$ cat config.mk
export PLATFORM = sky130hd
export DESIGN_NAME = board_writer_flat
export DESIGN_NICKNAME = d
export VERILOG_FILES = /design/src/rtl/nqueen_pkg.sv /design/src/rtl/board_writer_if.sv /design/src/rtl/cell_counter.sv /design/src/rtl/board_writer.sv /design/src/flat_wrapper.sv
export SDC_FILE = /design/constraint.sdc
export NUM_CORES = 1
export LEC_CHECK = 0
export CORE_MARGIN = 2
export CORE_UTILIZATION = 50
export CTS_CLUSTER_SIZE = 16
export DETAILED_ROUTE_END_ITERATION = 7
export PLACE_DENSITY = 0.83
export SYNTH_ARGS = -nofsm -noshare
export SYNTH_HDL_FRONTEND = slang
export SYNTH_SLANG_ARGS = --single-unit
$ cat constraint.sdc
create_clock -name clk -period 4.43 [get_ports clk]
set_input_delay 0.886 -clock clk [delete_from_list [all_inputs] [get_ports clk]]
set_output_delay 0.886 -clock clk [all_outputs]
set_load 0.02 [all_outputs]
$ cat src/rtl/nqueen_pkg.sv
// nqueen_pkg -- constants and types shared by the N-queens display path.
//   CHAR_*     : ASCII codes written into the character memory
//   MEM_DEPTH  : number of character memory entries
//   ADDR_W     : character memory address width
//   state_e    : board_writer sequencer states
package nqueen_pkg;

  localparam int MEM_DEPTH = 128;
  localparam int ADDR_W    = 8;

  localparam logic [7:0] CHAR_Q     = 8'h51;  // 'Q'
  localparam logic [7:0] CHAR_DOT   = 8'h2E;  // '.'
  localparam logic [7:0] CHAR_BLANK = 8'h7E;  // same value as the memory reset fill
  localparam logic [7:0] CHAR_ONE   = 8'h31;  // '1', first row label

  typedef enum logic [1:0] {
    ST_IDLE  = 2'd0,
    ST_CLEAR = 2'd1,
    ST_DRAW  = 2'd2,
    ST_FIN   = 2'd3
  } state_e;

endpackage

$ cat src/rtl/board_writer_if.sv
// board_writer_if -- request and character-memory write bus of board_writer.
//   start, clear, pos         : requests from the solver side
//   busy, done                : sequencer status
//   mem_we, mem_addr, mem_di  : character memory write port
// Modports: slave = board_writer, master = requester / memory side.
interface board_writer_if #(
  parameter int N = 8
) ();
  logic             start;
  logic             clear;
  logic [3*N-1:0]   pos;
  logic             busy;
  logic             done;
  logic             mem_we;
  logic [7:0]       mem_addr;
  logic [7:0]       mem_di;

  modport slave (
    input  start, clear, pos,
    output busy, done, mem_we, mem_addr, mem_di
  );

  modport master (
    output start, clear, pos,
    input  busy, done, mem_we, mem_addr, mem_di
  );
endinterface

$ cat src/rtl/cell_counter.sv
// cell_counter -- row/column scan counter.
//   clk, rst       : clock, synchronous active-high reset
//   clr_i          : synchronous restart at (0,0)
//   inc_i          : advance one cell (column inner, row outer)
//   row_last_i     : index of the last row
//   col_last_i     : index of the last column
//   row_nxt_o      : row value after the coming edge
//   col_nxt_o      : column value after the coming edge
//   last_o         : current position is the last cell
// With row_last_i = 0 it behaves as a flat 0..col_last_i counter.
module cell_counter #(
  parameter int W = 8
) (
  input  logic         clk,
  input  logic         rst,
  input  logic         clr_i,
  input  logic         inc_i,
  input  logic [W-1:0] row_last_i,
  input  logic [W-1:0] col_last_i,
  output logic [W-1:0] row_nxt_o,
  output logic [W-1:0] col_nxt_o,
  output logic         last_o
);

  localparam logic [W-1:0] CNT_ZERO = {W{1'b0}};
  localparam logic [W-1:0] CNT_ONE  = {{(W-1){1'b0}}, 1'b1};

  logic [W-1:0] row_q, row_d;
  logic [W-1:0] col_q, col_d;

  // Next position: restart, advance with row carry, or hold.
  always_comb begin
    row_d = row_q;
    col_d = col_q;
    if (clr_i) begin
      row_d = CNT_ZERO;
      col_d = CNT_ZERO;
    end else if (inc_i) begin
      if (col_q == col_last_i) begin
        col_d = CNT_ZERO;
        if (row_q == row_last_i) begin
          row_d = CNT_ZERO;
        end else begin
          row_d = row_q + CNT_ONE;
        end
      end else begin
        col_d = col_q + CNT_ONE;
        row_d = row_q;
      end
    end else begin
      row_d = row_q;
      col_d = col_q;
    end
  end

  // Position register.
  always_ff @(posedge clk) begin
    if (rst) begin
      row_q <= CNT_ZERO;
      col_q <= CNT_ZERO;
    end else begin
      row_q <= row_d;
      col_q <= col_d;
    end
  end

  assign row_nxt_o = row_d;
  assign col_nxt_o = col_d;
  assign last_o    = (row_q == row_last_i) && (col_q == col_last_i);

endmodule

$ cat src/rtl/board_writer.sv
// board_writer -- renders an N-queens board (or blanks everything) into the
// 128-entry character memory, one write per cycle.
//   clk, rst : clock, synchronous active-high reset
//   bus      : board_writer_if.slave
//              start/clear/pos in; busy/done/mem_we/mem_addr/mem_di out
// Parameters: N (board size 1..8), ROW_STRIDE, BASE.
// Optional macro BOARD_WRITER_ROWNUM_EN adds a row label column ('1'+r)
// after the last board column of every row.
module board_writer
  import nqueen_pkg::*;
#(
  parameter int N          = 8,
  parameter int ROW_STRIDE = 16,
  parameter int BASE       = 0
) (
  input  logic         clk,
  input  logic         rst,
  board_writer_if.slave bus
);

`ifdef BOARD_WRITER_ROWNUM_EN
  localparam int W = N + 1;
`else
  localparam int W = N;
`endif

  // One past the highest address ever written by a draw.
  localparam int END_ADDR = BASE + (N - 1) * ROW_STRIDE + W;

  if (N < 1 || N > 8 || BASE < 0 || END_ADDR > MEM_DEPTH) begin : g_bad_cfg
    $error("board_writer: N/BASE/ROW_STRIDE exceed the character memory");
  end

  localparam logic [ADDR_W-1:0] ADDR_ZERO      = {ADDR_W{1'b0}};
  localparam logic [ADDR_W-1:0] DRAW_ROW_LAST  = ADDR_W'(N - 1);
  localparam logic [ADDR_W-1:0] DRAW_COL_LAST  = ADDR_W'(W - 1);
  localparam logic [ADDR_W-1:0] CLEAR_COL_LAST = ADDR_W'(MEM_DEPTH - 1);

  state_e            state_q, state_d;
  logic [3*N-1:0]    snap_q, snap_d;
  logic              busy_q, busy_d;
  logic              done_q, done_d;
  logic              we_q, we_d;
  logic [ADDR_W-1:0] addr_q, addr_d;
  logic [7:0]        di_q, di_d;

  logic              cnt_clr_s, cnt_inc_s, cnt_last_s;
  logic [ADDR_W-1:0] row_last_s, col_last_s, row_nxt_s, col_nxt_s;

  // Character for cell (r, c); a queen column >= N never matches.
  function automatic logic [7:0] cell_char(input logic [3*N-1:0]    snap,
                                           input logic [ADDR_W-1:0] r,
                                           input logic [ADDR_W-1:0] c);
    logic [2:0] q;
    q = 3'd0;
    for (int i = 0; i < N; i++) begin
      q = (ADDR_W'(i) == r) ? snap[3*i +: 3] : q;
    end
    if (int'(c) >= N) begin
      cell_char = CHAR_ONE + r;
    end else if ({5'd0, q} == c) begin
      cell_char = CHAR_Q;
    end else begin
      cell_char = CHAR_DOT;
    end
  endfunction

  function automatic logic [ADDR_W-1:0] cell_addr(input logic [ADDR_W-1:0] r,
                                                  input logic [ADDR_W-1:0] c);
    int a;
    a = BASE + int'(r) * ROW_STRIDE + int'(c);
    cell_addr = a[ADDR_W-1:0];
  endfunction

  cell_counter #(
    .W (ADDR_W)
  ) u_cnt (
    .clk        (clk),
    .rst        (rst),
    .clr_i      (cnt_clr_s),
    .inc_i      (cnt_inc_s),
    .row_last_i (row_last_s),
    .col_last_i (col_last_s),
    .row_nxt_o  (row_nxt_s),
    .col_nxt_o  (col_nxt_s),
    .last_o     (cnt_last_s)
  );

  // Sequencer: next state, counter control, next busy/done/we.
  always_comb begin
    state_d    = state_q;
    snap_d     = snap_q;
    cnt_clr_s  = 1'b0;
    cnt_inc_s  = 1'b0;
    row_last_s = DRAW_ROW_LAST;
    col_last_s = DRAW_COL_LAST;
    busy_d     = 1'b0;
    done_d     = 1'b0;
    we_d       = 1'b0;
    case (state_q)
      ST_IDLE: begin
        // clear has priority; a simultaneous start is dropped.
        if (bus.clear) begin
          state_d   = ST_CLEAR;
          cnt_clr_s = 1'b1;
          busy_d    = 1'b1;
          we_d      = 1'b1;
        end else if (bus.start) begin
          state_d   = ST_DRAW;
          snap_d    = bus.pos;
          cnt_clr_s = 1'b1;
          busy_d    = 1'b1;
          we_d      = 1'b1;
        end else begin
          state_d = ST_IDLE;
        end
      end
      ST_CLEAR: begin
        row_last_s = ADDR_ZERO;
        col_last_s = CLEAR_COL_LAST;
        if (cnt_last_s) begin
          state_d = ST_FIN;
          done_d  = 1'b1;
        end else begin
          cnt_inc_s = 1'b1;
          busy_d    = 1'b1;
          we_d      = 1'b1;
        end
      end
      ST_DRAW: begin
        if (cnt_last_s) begin
          state_d = ST_FIN;
          done_d  = 1'b1;
        end else begin
          cnt_inc_s = 1'b1;
          busy_d    = 1'b1;
          we_d      = 1'b1;
        end
      end
      ST_FIN: begin
        state_d = ST_IDLE;
      end
      default: begin
        state_d = ST_IDLE;
      end
    endcase
  end

  // Write address/data for the cell the counter moves to at this edge.
  always_comb begin
    addr_d = ADDR_ZERO;
    di_d   = 8'h00;
    if (we_d) begin
      if (state_d == ST_CLEAR) begin
        addr_d = col_nxt_s;
        di_d   = CHAR_BLANK;
      end else begin
        addr_d = cell_addr(row_nxt_s, col_nxt_s);
        di_d   = cell_char(snap_d, row_nxt_s, col_nxt_s);
      end
    end else begin
      addr_d = ADDR_ZERO;
      di_d   = 8'h00;
    end
  end

  // State, snapshot and registered outputs.
  always_ff @(posedge clk) begin
    if (rst) begin
      state_q <= ST_IDLE;
      snap_q  <= {(3*N){1'b0}};
      busy_q  <= 1'b0;
      done_q  <= 1'b0;
      we_q    <= 1'b0;
      addr_q  <= ADDR_ZERO;
      di_q    <= 8'h00;
    end else begin
      state_q <= state_d;
      snap_q  <= snap_d;
      busy_q  <= busy_d;
      done_q  <= done_d;
      we_q    <= we_d;
      addr_q  <= addr_d;
      di_q    <= di_d;
    end
  end

  assign bus.busy     = busy_q;
  assign bus.done     = done_q;
  assign bus.mem_we   = we_q;
  assign bus.mem_addr = addr_q;
  assign bus.mem_di   = di_q;

endmodule
$ cat src/flat_wrapper.sv
// flat-port wrapper written by rule: the top's interface ports become plain ports
module board_writer_flat import nqueen_pkg::*;
#(
  parameter int N          = 8,
  parameter int ROW_STRIDE = 16,
  parameter int BASE       = 0
)
  (clk, rst, bus_start, bus_clear, bus_pos, bus_busy, bus_done, bus_mem_we, bus_mem_addr, bus_mem_di);
  board_writer_if #(.N(N)) bus_i ();
  input  logic clk;
  input  logic rst;
  input wire logic [$bits(bus_i.start)-1:0] bus_start;
  input wire logic [$bits(bus_i.clear)-1:0] bus_clear;
  input wire logic [$bits(bus_i.pos)-1:0] bus_pos;
  output wire logic [$bits(bus_i.busy)-1:0] bus_busy;
  output wire logic [$bits(bus_i.done)-1:0] bus_done;
  output wire logic [$bits(bus_i.mem_we)-1:0] bus_mem_we;
  output wire logic [$bits(bus_i.mem_addr)-1:0] bus_mem_addr;
  output wire logic [$bits(bus_i.mem_di)-1:0] bus_mem_di;
  assign bus_i.start = bus_start;
  assign bus_i.clear = bus_clear;
  assign bus_i.pos = bus_pos;
  assign bus_busy = bus_i.busy;
  assign bus_done = bus_i.done;
  assign bus_mem_we = bus_i.mem_we;
  assign bus_mem_addr = bus_i.mem_addr;
  assign bus_mem_di = bus_i.mem_di;
  board_writer #(.N(N), .ROW_STRIDE(ROW_STRIDE), .BASE(BASE)) u_core (.clk(clk), .rst(rst), .bus(bus_i));
endmodule
# After elaboration in Yosys (flattened, before gate mapping)
# Index checks and enable logic that the tools add are counted.
[totals] reg_bits=60 in_bits=28 output_inout_bits=19
[classes] n_addsub=4 magnitude_cmp=1 eq_ne=14 n_mux=35 bitwise_logic=2 reduce_logical=7
[ops] cell="two-way mux 24 bit" count=3
[ops] cell="two-way mux 8 bit" count=9
[ops] cell="equality test 3 x 8 -> 1 bit, first input constant" count=4
[ops] cell="two-way mux 3 bit" count=9
[ops] cell="two-way mux 7 bit" count=3
[ops] cell="adder 8 x 1 -> 8 bit, second input constant" count=2
[ops] cell="equality test 2 x 8 -> 1 bit, first input constant" count=2
[ops] cell="equality test 8 bit" count=2
[ops] cell="adder 6 x 8 -> 8 bit, first input constant" count=1
[ops] cell="adder 8 bit" count=1
[ops] cell="equality test 1 x 8 -> 1 bit, first input constant" count=1
[ops] cell="equality test 3 x 8 -> 1 bit" count=1
[ops] cell="greater-or-equal comparator 8 x 4 -> 1 bit, second input constant" count=1
[ops] cell="logical NOT 8 bit" count=1
[ops] cell="two-way mux 1 bit" count=6
[ops] cell="two-way mux 2 bit" count=3
[ops] cell="case mux 2 bit (3 select lines)" count=1
[ops] cell="OR reduction 2 bit" count=3
[ops] cell="equality test 2 x 1 -> 1 bit, second input constant" count=2
[ops] cell="equality test 2 bit, second input constant" count=2
[ops] cell="OR reduction 3 bit" count=1
[ops] cell="logical NOT 2 bit" count=1
[ops] cell="NOT 1 bit" count=2
[ops] cell="case mux 1 bit (2 select lines)" count=1
[ops] cell="logical AND 1 bit" count=1

# Longest topological paths before layout
# Gate-level depths: netlist (run 1).
[logic_depth] ltp_word=21 mapped_depth=18 mapped_depth_nobuf=18

# Hierarchy
# A second synthesis (run 1) with hierarchy kept.
[hier_totals] cells_unflattened=395 hier_area_um2=3422.0
[by_module_without_submodules] mod="board_writer" instances=1 cells_per_inst=248 area_per_inst_um2=2265.9
[by_module_without_submodules] mod="cell_counter" instances=1 cells_per_inst=147 area_per_inst_um2=1156.1

# Worst setup path after synthesis (run 1)
# Ideal clock, no wire load.
[synth_timing] path_kind="flip-flop to flip-flop" startpoint="register u_core.state_q[0]" endpoint="register u_core.di_q[0] (netlist: u_core.bus.mem_di[0])" setup_time_ps=59 arrival_time_ps=4173 t_required_ps=4371 slack_ps=198 path_stages_with_launch=19 n_path_buf=1 period_less_slack_ps=4232 path_cell_list="dfxtp_1 inv_1 ha_1 buf_2 nand4b_1 nor3_1 nand3_1 a21oi_1 inv_1 ha_1 inv_1 nand2_1 o22ai_1 o21ai_0 mux2i_1 o2111ai_1 or4_4 a211oi_4 o211a_1"
[synth_via] elab_chain_len=20 elab_cells_between_ends=48 cone_classes="add/sub: 1; order compare: 1; eq/ne: 14; mux: 26; bitwise: 1; reduce/logical: 5"
[synth_rtl] element="start, declared" line="board_writer.sv:39" text="state_e state_q, state_d;"
[synth_rtl] element="start signal, assigned" line="board_writer.sv:178" text="state_q <= state_d;"
[synth_rtl] element="equality test 2 x 1 -> 1 bit" line="board_writer.sv:100" text="case (state_q)"
[synth_rtl] element="two-way mux 3 bit or two-way mux 7 bit (tied branches)" line="board_writer.sv:100"
[synth_rtl] element="equality test 8 bit, on equally long branches" line="cell_counter.sv:41, cell_counter.sv:69"
[synth_rtl] element="logical AND 1 bit" line="cell_counter.sv:69" text="assign last_o = (row_q == row_last_i) && (col_q == col_last_i);"
[synth_rtl] element="two-way mux 1 bit" line="board_writer.sv:121, board_writer.sv:131"
[synth_rtl] element="two-way mux 1 bit"
[synth_rtl] element="two-way mux 8 bit" line="cell_counter.sv:38" text="end else if (inc_i) begin"
[synth_rtl] element="two-way mux 8 bit *" line="cell_counter.sv:35" text="if (clr_i) begin"
[synth_rtl] element="via u_core.row_nxt_s[1]" line="board_writer.sv:48" text="logic [ADDR_W-1:0] row_last_s, col_last_s, row_nxt_s, col_nxt_s;"
[synth_rtl] element="logical NOT 8 bit" line="board_writer.sv:57" text="q = (ADDR_W'(i) == r) ? snap[3*i +: 3] : q;"
[synth_rtl] element="two-way mux 3 bit (7 in a row)" line="board_writer.sv:57"
[synth_rtl] element="two-way mux 3 bit *" line="board_writer.sv:57"
[synth_rtl] element="equality test 3 x 8 -> 1 bit *" line="board_writer.sv:61" text="end else if ({5'd0, q} == c) begin"
[synth_rtl] element="two-way mux 7 bit *" line="board_writer.sv:61"
[synth_rtl] element="two-way mux 8 bit *" line="board_writer.sv:59" text="if (int'(c) >= N) begin"
[synth_rtl] element="end signal, assigned" line="board_writer.sv:184" text="di_q <= di_d;"
[synth_rtl] element="end, declared" line="board_writer.sv:45" text="logic [7:0] di_q, di_d;"
# The timed path passes the listed nets; every way through them passes the cells marked *.
# A chain may end at the register's enable or synchronous reset.

# Final worst setup path (run 1)
[layout_timing] startpoint="register u_core.state_q[1]" endpoint="register u_core.di_q[0] (netlist: u_core.bus.mem_di[0])"
[layout_via] elab_chain_len=20 elab_cells_between_ends=48 cone_classes="add/sub: 1; order compare: 1; eq/ne: 14; mux: 26; bitwise: 1; reduce/logical: 5"
[layout_rtl] element="equality test 2 x 1 -> 1 bit" line="board_writer.sv:100"
[layout_rtl] element="two-way mux 3 bit or two-way mux 7 bit (tied branches)" line="board_writer.sv:100"
[layout_rtl] element="equality test 8 bit, on equally long branches" line="cell_counter.sv:41, cell_counter.sv:69"
[layout_rtl] element="logical AND 1 bit" line="cell_counter.sv:69"
[layout_rtl] element="two-way mux 1 bit" line="board_writer.sv:121, board_writer.sv:131"
[layout_rtl] element="two-way mux 1 bit"
[layout_rtl] element="two-way mux 8 bit" line="cell_counter.sv:38"
[layout_rtl] element="two-way mux 8 bit *" line="cell_counter.sv:35"
[layout_rtl] element="via u_core.row_nxt_s[0]" line="board_writer.sv:48"
[layout_rtl] element="logical NOT 8 bit" line="board_writer.sv:57"
[layout_rtl] element="two-way mux 3 bit (8 in a row)" line="board_writer.sv:57"
[layout_rtl] element="equality test 3 x 8 -> 1 bit" line="board_writer.sv:61"
[layout_rtl] element="two-way mux 7 bit" line="board_writer.sv:61"
[layout_rtl] element="two-way mux 8 bit *" line="board_writer.sv:59"
# Marks and branches as above.

==> results of run 1 <==
[state kept, by name (all words and copies together) (netlist names)]
register / flops
u_core.bus.done: 1
u_core.bus.busy: 1
u_core.bus.mem_addr: 8
u_core.state_q: 2
u_core.u_cnt.col_q: 8
u_core.u_cnt.row_q: 8
u_core.snap_q: 24
u_core.bus.mem_di: 8
[worst reg2reg max path, stage by stage (launching register included)]
cell      delay (ns)
dfxtp_1         0.32
inv_1           0.10
ha_2            0.26
nor4b_1         0.43
o211a_1         0.29
nor3_4          0.06
xor2_1          0.16
nand2_1         0.15
inv_1           0.13
ha_1            0.26
or2_2           0.32
a211oi_1        0.31
nor3_1          0.08
o211a_1         0.24
or4_4           0.52
a211oi_4        0.32
o211a_1         0.22
[layer usage]
layer  vias to the layer above  GRT usage  wire (um)
met1                      1473      0.266       3390
met5                         -          0          0
met3                        25     0.0395        383
met4                         0      0.118        224
li1                       1463          -          -
met2                        96      0.412       4370
[layout make-up]
cell class              count  area, um2  area share
flip-flops and latches     60       1200       0.289
well taps                  77       96.3      0.0232
multi-input cells         287       2030       0.489
clock buffers              10        138      0.0331
clock inverters             6       40.0     0.00964
inverters                  12       46.3      0.0111
repair buffers             63        601       0.145
[cells in the final DEF, fill, tap and decap left out, types with 11 or more instances in the layout]
cell	n
mux2i_1	28
nor2_1	57
nand3_1	11
nand2_1	14
o21ai_0	16
nor3_1	12
xnor2_1	16
ha_1	12
clkdlybuf4s50_1	46
dfxtp_1	60
a21oi_1	11
buf_4	16
[metrics by stage]
stage | hold WS (ns) | utilization
global placement | 0.477 | 0.615
detailed placement | 0.498 | 0.615
finish | 0.509 | 0.647
CTS | 0.515 | 0.644
global route | 0.542 | 0.647
floorplan | 0.460 | -
[final timing paths]
path / end / cells past startpoint
worst max-delay path: u_core.bus.mem_di[0] / 16
worst min-delay path: u_core.snap_q[7] / 2
worst max register to register: u_core.bus.mem_di[0] / 16
worst min register to register: u_core.snap_q[7] / 2
[power by group through the flow]
stage	Clock, mW	Sequential [mW]	Combinational, mW
finish	0.442	0.571	0.206
global route	0.471	0.572	0.222
CTS	0.449	0.571	0.204
detailed placement	0	0.583	0.202
global placement	0	0.582	0.198
floorplan	0	0.595	0.108
[kinds of logic (layout without fill, tap and decap cells)]
kind of cell	Yosys count	in the layout	synth area share
simple gates	142	142	0.225
fa+ha+maj	14	14	0.0545
mux	31	31	0.100
xor+xnor	21	21	0.0548
flops	60	60	0.358
compound gates	79	79	0.166
buf+inv	30	91	0.0410
[repair_timing]
item | CTS | global route
setup endpoints to repair | 3 | 7
buffers inserted | 0 | 1
pin swaps | 0 | 1
gates resized for setup | 1 | 3
==> metrics, run 1 <==
layout cells sized above 1 0.123; Filler cells 542; die width 85.9 um; Worst Hold Launch u_core.snap_q[7]; remaining global-route overflow 0; Yosys top cell area share 0.358; diodes inserted 0; outcome complete, no violations; FF-to-FF setup slack 0.20 ns; TritonRoute pass-1 iters 5; final setup fails 0; cell taking the most area after synthesis dfxtp_1; Clock transition at path regs 0.07 ns; Crit-path slowest cell or4_4; ys async rst share 0; Final Hold Violating Endpoints 0; Area contributors post-synth dfxtp_1 36%, mux2i_1 8.4%, nor2_1 6.4%; Initial Utilization 0.522; fin area 0.00416 mm2; slew margin rel. 0.580; initial antenna violation count 0; VDD IR max 0.223 mV; worst slack at placement 0.0155 ns; EDFF count, synth 0; worst hold path class flop to flop; Critical Path Start Type flop; CTS Sinks 60; r2r startpoint u_core.state_q[1]; CP delay by family, top simple AND/OR/NAND/NOR gates; worst-case clock buffer depth 2; vias in the first global route 2,897; io pins 47; Net Switching 345 uW; full die area 0.00738 mm2; setup ws final 0.200 ns; crit path from u_core.state_q[1]; Reg power frac 0.468; Pleak 1.74 nW; Root Buffer Master clkbuf_8; Post-DP Area 0.00395 mm2; Core Area 0.00642 mm2; Distinct cells, synth 67; fin crit share 0.955; largest net degree at the start of global routing 45; ys flop type dfxtp_1; DP HPWL 6320 um; min Tclk post-route 4.23 ns; CTS tree yes; syn nets 419; TritonCTS buffer count 9; Post-Syn Instances 377; Pwr Density 293 mW/mm2; cell count after placement 498; largest stage delay on the critical path 0.52 ns; Clk pwr share 0.362; port bufs 46; Worst EP arrival 4.53 ns; synth cell count leaders 60 x dfxtp_1, 57 x nor2_1, 28 x mux2i_1; setup TNS 0 ns; DR vias 3,057; FMAX 236 MHz; detailed-route vias per instance 5.94; worst path bufs/invs 2; share of total power in combinational logic 0.169; placer congestion estimate 0.921; mapped cell area 0.00335 mm2; most used cell, CP o211a_1; Remaining DRCs 0; GRT Util Overall 0.232; Tightest Pin Transition 0.626 ns; syn_area_per_cell 8.90 um2; Pwr Total 1.22 mW; Die Y 85.9 um; Int Pwr 874 uW; Worst Path Required 4.73 ns; Post-Layout Cell Count 515; FP Rows 29; Iteration-0 DRC Markers 210; most common cell in the netlist dfxtp_1; CTS Hold Buffers Added 0; Critical Path End Type flop; first-pass GRT wire length 13,400 um; #FFs+latches synth 60; Antenna Nets Post-Route 0; number of nets in the layout 475; maximum fanout along the worst path 7; Sw Ratio 0.283; CP Cell Sequence inv_1 > ha_2 > nor4b_1 > o211a_1 > nor3_4 > xor2_1 > nand2_1 > inv_1 > ha_1 > or2_2 > a211oi_1 > nor3_1 > o211a_1 > or4_4 > a211oi_4 > o211a_1; worst-skew pair later-pin latency 0.35 ns; wire per inst 16.2 um; RSZ-0062 raised after global routing false; number of max-cap violations 0; Clock Skew 0.00744 ns; routed wire length 8370 um; H-tree depth 3; Area growth syn-to-layout 23.9%; sequential area share after synthesis 0.358; synth warn 0; Pins Over Slew Limit 0; Setup Crit Path Kind flop to flop
No activity file was read; power rests on OpenSTA's default activity.
==> inputs of run 2 (changes only) <==
MAX_ROUTING_LAYER = met4   (was unset)
RECOVER_POWER = 100   (was unset)
==> run 2 against run 1 <==
Compared with the run above:
- sequential cell count unchanged
- register-to-register slack improved by 0.07 ns
- setup slack better by 0.074 ns
- critical path depth up 3
- sequential power is essentially flat
- largest power group unchanged
==> metrics, run 2 (synthesized netlist as in run 1, its figures left out) <==
final setup fails 0 (unchanged); remaining global-route overflow 0 (unchanged); CTS Hold Buffers Added 0 (unchanged); vias in the first global route 2,936 (+1.3%); fin area 0.00420 mm2 (+0.96%); Largest register FFs 24 (unchanged); port bufs 46 (unchanged); Antenna Nets Post-Route 0 (unchanged); Core Area 0.00642 mm2 (unchanged); first-pass GRT wire length 13,700 um (+2.3%); wire per inst 16.5 um (+1.4%); VDD IR max 0.226 mV (+1.5%); share of total power in combinational logic 0.156 (-0.013); Critical Path End Type flop; Top reg by flops u_core.snap_q; Post-DP Area 0.00395 mm2 (-0.19%); Filler cells 528 (-2.6%); Root Buffer Master clkbuf_8; cell count after placement 497 (-0.20%); Pwr Density 307 mW/mm2 (+4.7%); Net Switching 346 uW (+0.45%); Int Pwr 942 uW (+7.7%); largest net degree at the start of global routing 45 (unchanged); placer congestion estimate 0.933 (+1.3%); TritonRoute pass-1 iters 5 (unchanged); Setup Crit Path Kind flop to flop; worst-case clock buffer depth 2 (unchanged); diodes inserted 0 (unchanged); r2r startpoint u_core.state_q[1]; Clock transition at path regs 0.06 ns (about the same); global routing usage on met2 0.422 (+0.0106); H-tree depth 3 (unchanged); FMAX 241 MHz (+1.8%); Worst Path Required 4.64 ns (-0.09 ns); Clock Skew 0.00980 ns (+0.00235 ns); Reg power frac 0.442 (-0.026); RSZ-0062 raised after global routing false; commonest non-fill, non-tap cell in the layout dfxtp_1; WHS Endpoint u_core.snap_q[18]; worst hold path class flop to flop; Die Y 85.9 um (unchanged); Iteration-0 DRC Markers 259 (+23%); cell depth of the worst hold path 2 (unchanged); outcome complete, no violations; TritonCTS buffer count 9 (unchanged); number of nets in the layout 475 (unchanged); GRT Util Overall 0.245 (+0.0129); initial antenna violation count 0 (unchanged); FP Rows 29 (unchanged); reg2reg end u_core.bus.mem_di[1]; min Tclk post-route 4.16 ns (-0.0745 ns); Post-Layout Cell Count 515 (unchanged); layout cells sized above 1 0.128 (+0.00457); most frequent cells in the layout 60 x dfxtp_1, 57 x nor2_1, 28 x mux2i_1; routed wire length 8480 um (+1.4%); Pins Over Slew Limit 0 (unchanged); Remaining DRCs 0 (unchanged); DP HPWL 6250 um (-1.1%); Worst EP arrival 4.36 ns (-0.17 ns); met3 usage 0.0414 (+0.00192); io pins 47 (unchanged); CTS Sinks 60 (unchanged); number of max-cap violations 0 (unchanged); Crit-path slowest cell or4_4; worst path bufs/invs 4 (+2); worst-skew pair later-pin latency 0.35 ns (about the same); maximum fanout along the worst path 7 (unchanged); setup TNS 0 ns (unchanged); Pleak 1.79 nW (+3.1%); fin crit share 0.938 (-0.0168); Initial Utilization 0.522 (unchanged); full die area 0.00738 mm2 (unchanged); Area growth syn-to-layout 25.1%; Critical Path Start Type flop; CTS tree yes; gr busiest metal met2; Tightest Pin Transition 0.617 ns (-0.00873 ns); Final Hold Violating Endpoints 0 (unchanged); Clk pwr share 0.402 (+0.040); Worst Hold Launch u_core.snap_q[18]; CP delay by family, top compound AO/OA/AOI/OAI gates; R2R depth 19 (+3); met1 Use GR 0.271 (+0.00581); die width 85.9 um (unchanged); largest stage delay on the critical path 0.44 ns (-0.08 ns); detailed-route vias per instance 5.96 (+0.33%); FF-to-FF setup slack 0.27 ns (+0.07 ns); slew margin rel. 0.586 (+0.00586); most used cell, CP inv_1; DR vias 3,067 (+0.33%); CP Cell Sequence inv_1 > ha_2 > nor4b_2 > o211a_2 > nor3_4 > buf_4 > nand2b_1 > a21oi_2 > inv_1 > ha_1 > inv_1 > nand2_1 > o22ai_1 > o21ai_0 > mux2i_1 > o2111ai_1 > or4_4 > a211oi_4 > a21oi_1; Sw Ratio 0.269 (-0.0140)
[run 2: changes by cell type in the layout (fill, tap and decap cells not counted), moves of 2 or more]
cell	previous run	this run
clkbuf_1	0	2
buf_4	16	14
dlygate4sd3_1	0	20
clkdlybuf4s50_1	46	26
clkinv_2	4	2
[run 2: area by class of cell]
cell class              count  area, um2  share of cell area
clock buffers              11        151              0.0361
clock inverters             5       60.1              0.0143
inverters                  12       46.3              0.0110
multi-input cells         287       2050               0.488
flip-flops and latches     60       1200               0.286
well taps                  77       96.3              0.0230
repair buffers             63        593               0.141
[run 2: how the worst max path moves through the flow]
stage | start | end | slack (ns) | cells past startpoint
4_1_cts | u_core.state_q[1] | u_core.bus.mem_di[1] | 0.06 | 16
2_1_floorplan | u_core.state_q[0] | u_core.bus.mem_di[0] | 0.20 | 18
5_1_grt | u_core.state_q[1] | u_core.bus.mem_di[1] | 0.02 | 18
3_5_place_dp | u_core.state_q[1] | u_core.bus.mem_di[1] | -0.006 | 16
3_3_place_gp | u_core.state_q[1] | u_core.bus.mem_di[0] | 0.21 | 16
6_report | u_core.state_q[1] | u_core.bus.mem_di[1] | 0.27 | 19
[run 2: tightest hold or removal path, delay by kind of cell, from the launching register on]
family / cells / cell delay, ns
AND/OR/NAND/NOR: 1 / 0.08
flip-flops: 1 / 0.31
multiplexers: 1 / 0.08
[run 2: timing repair]
action	in CTS	in global routing
pin swaps	0	2
setup endpoints to repair	7	7
buffers inserted	0	2
gates resized for setup	1	9
[run 2: metal layers]
layer / routed length (um) / vias up / share of wire
met4: 250 / 0 / 0.029
met3: 444 / 25 / 0.052
li1: - / 1468 / -
met2: 4340 / 111 / 0.51
met1: 3450 / 1463 / 0.41
met5: 0 / - / 0
[run 2: through the flow]
| step | hold slack [ns] | power [mW] | util | worst slack, ns |
|---|---|---|---|---|
| after global routing | 0.538 | 1.33 | 0.653 | 0.0180 |
| after global placement | 0.483 | 0.779 | 0.614 | 0.206 |
| after floorplan | 0.460 | 0.703 | - | 0.198 |
| after CTS | 0.508 | 1.30 | 0.648 | 0.0589 |
| final | 0.501 | 1.29 | 0.653 | 0.274 |
| after detailed placement | 0.488 | 0.783 | 0.614 | -0.00566 |
[run 2: power groups by stage]
stage / registers (mW) / logic, mW / clock network (mW)
floorplan: 0.595 / 0.108 / 0
global route: 0.572 / 0.215 / 0.543
detailed placement: 0.582 / 0.201 / 0
global placement: 0.582 / 0.197 / 0
CTS: 0.570 / 0.203 / 0.524
finish: 0.570 / 0.200 / 0.518
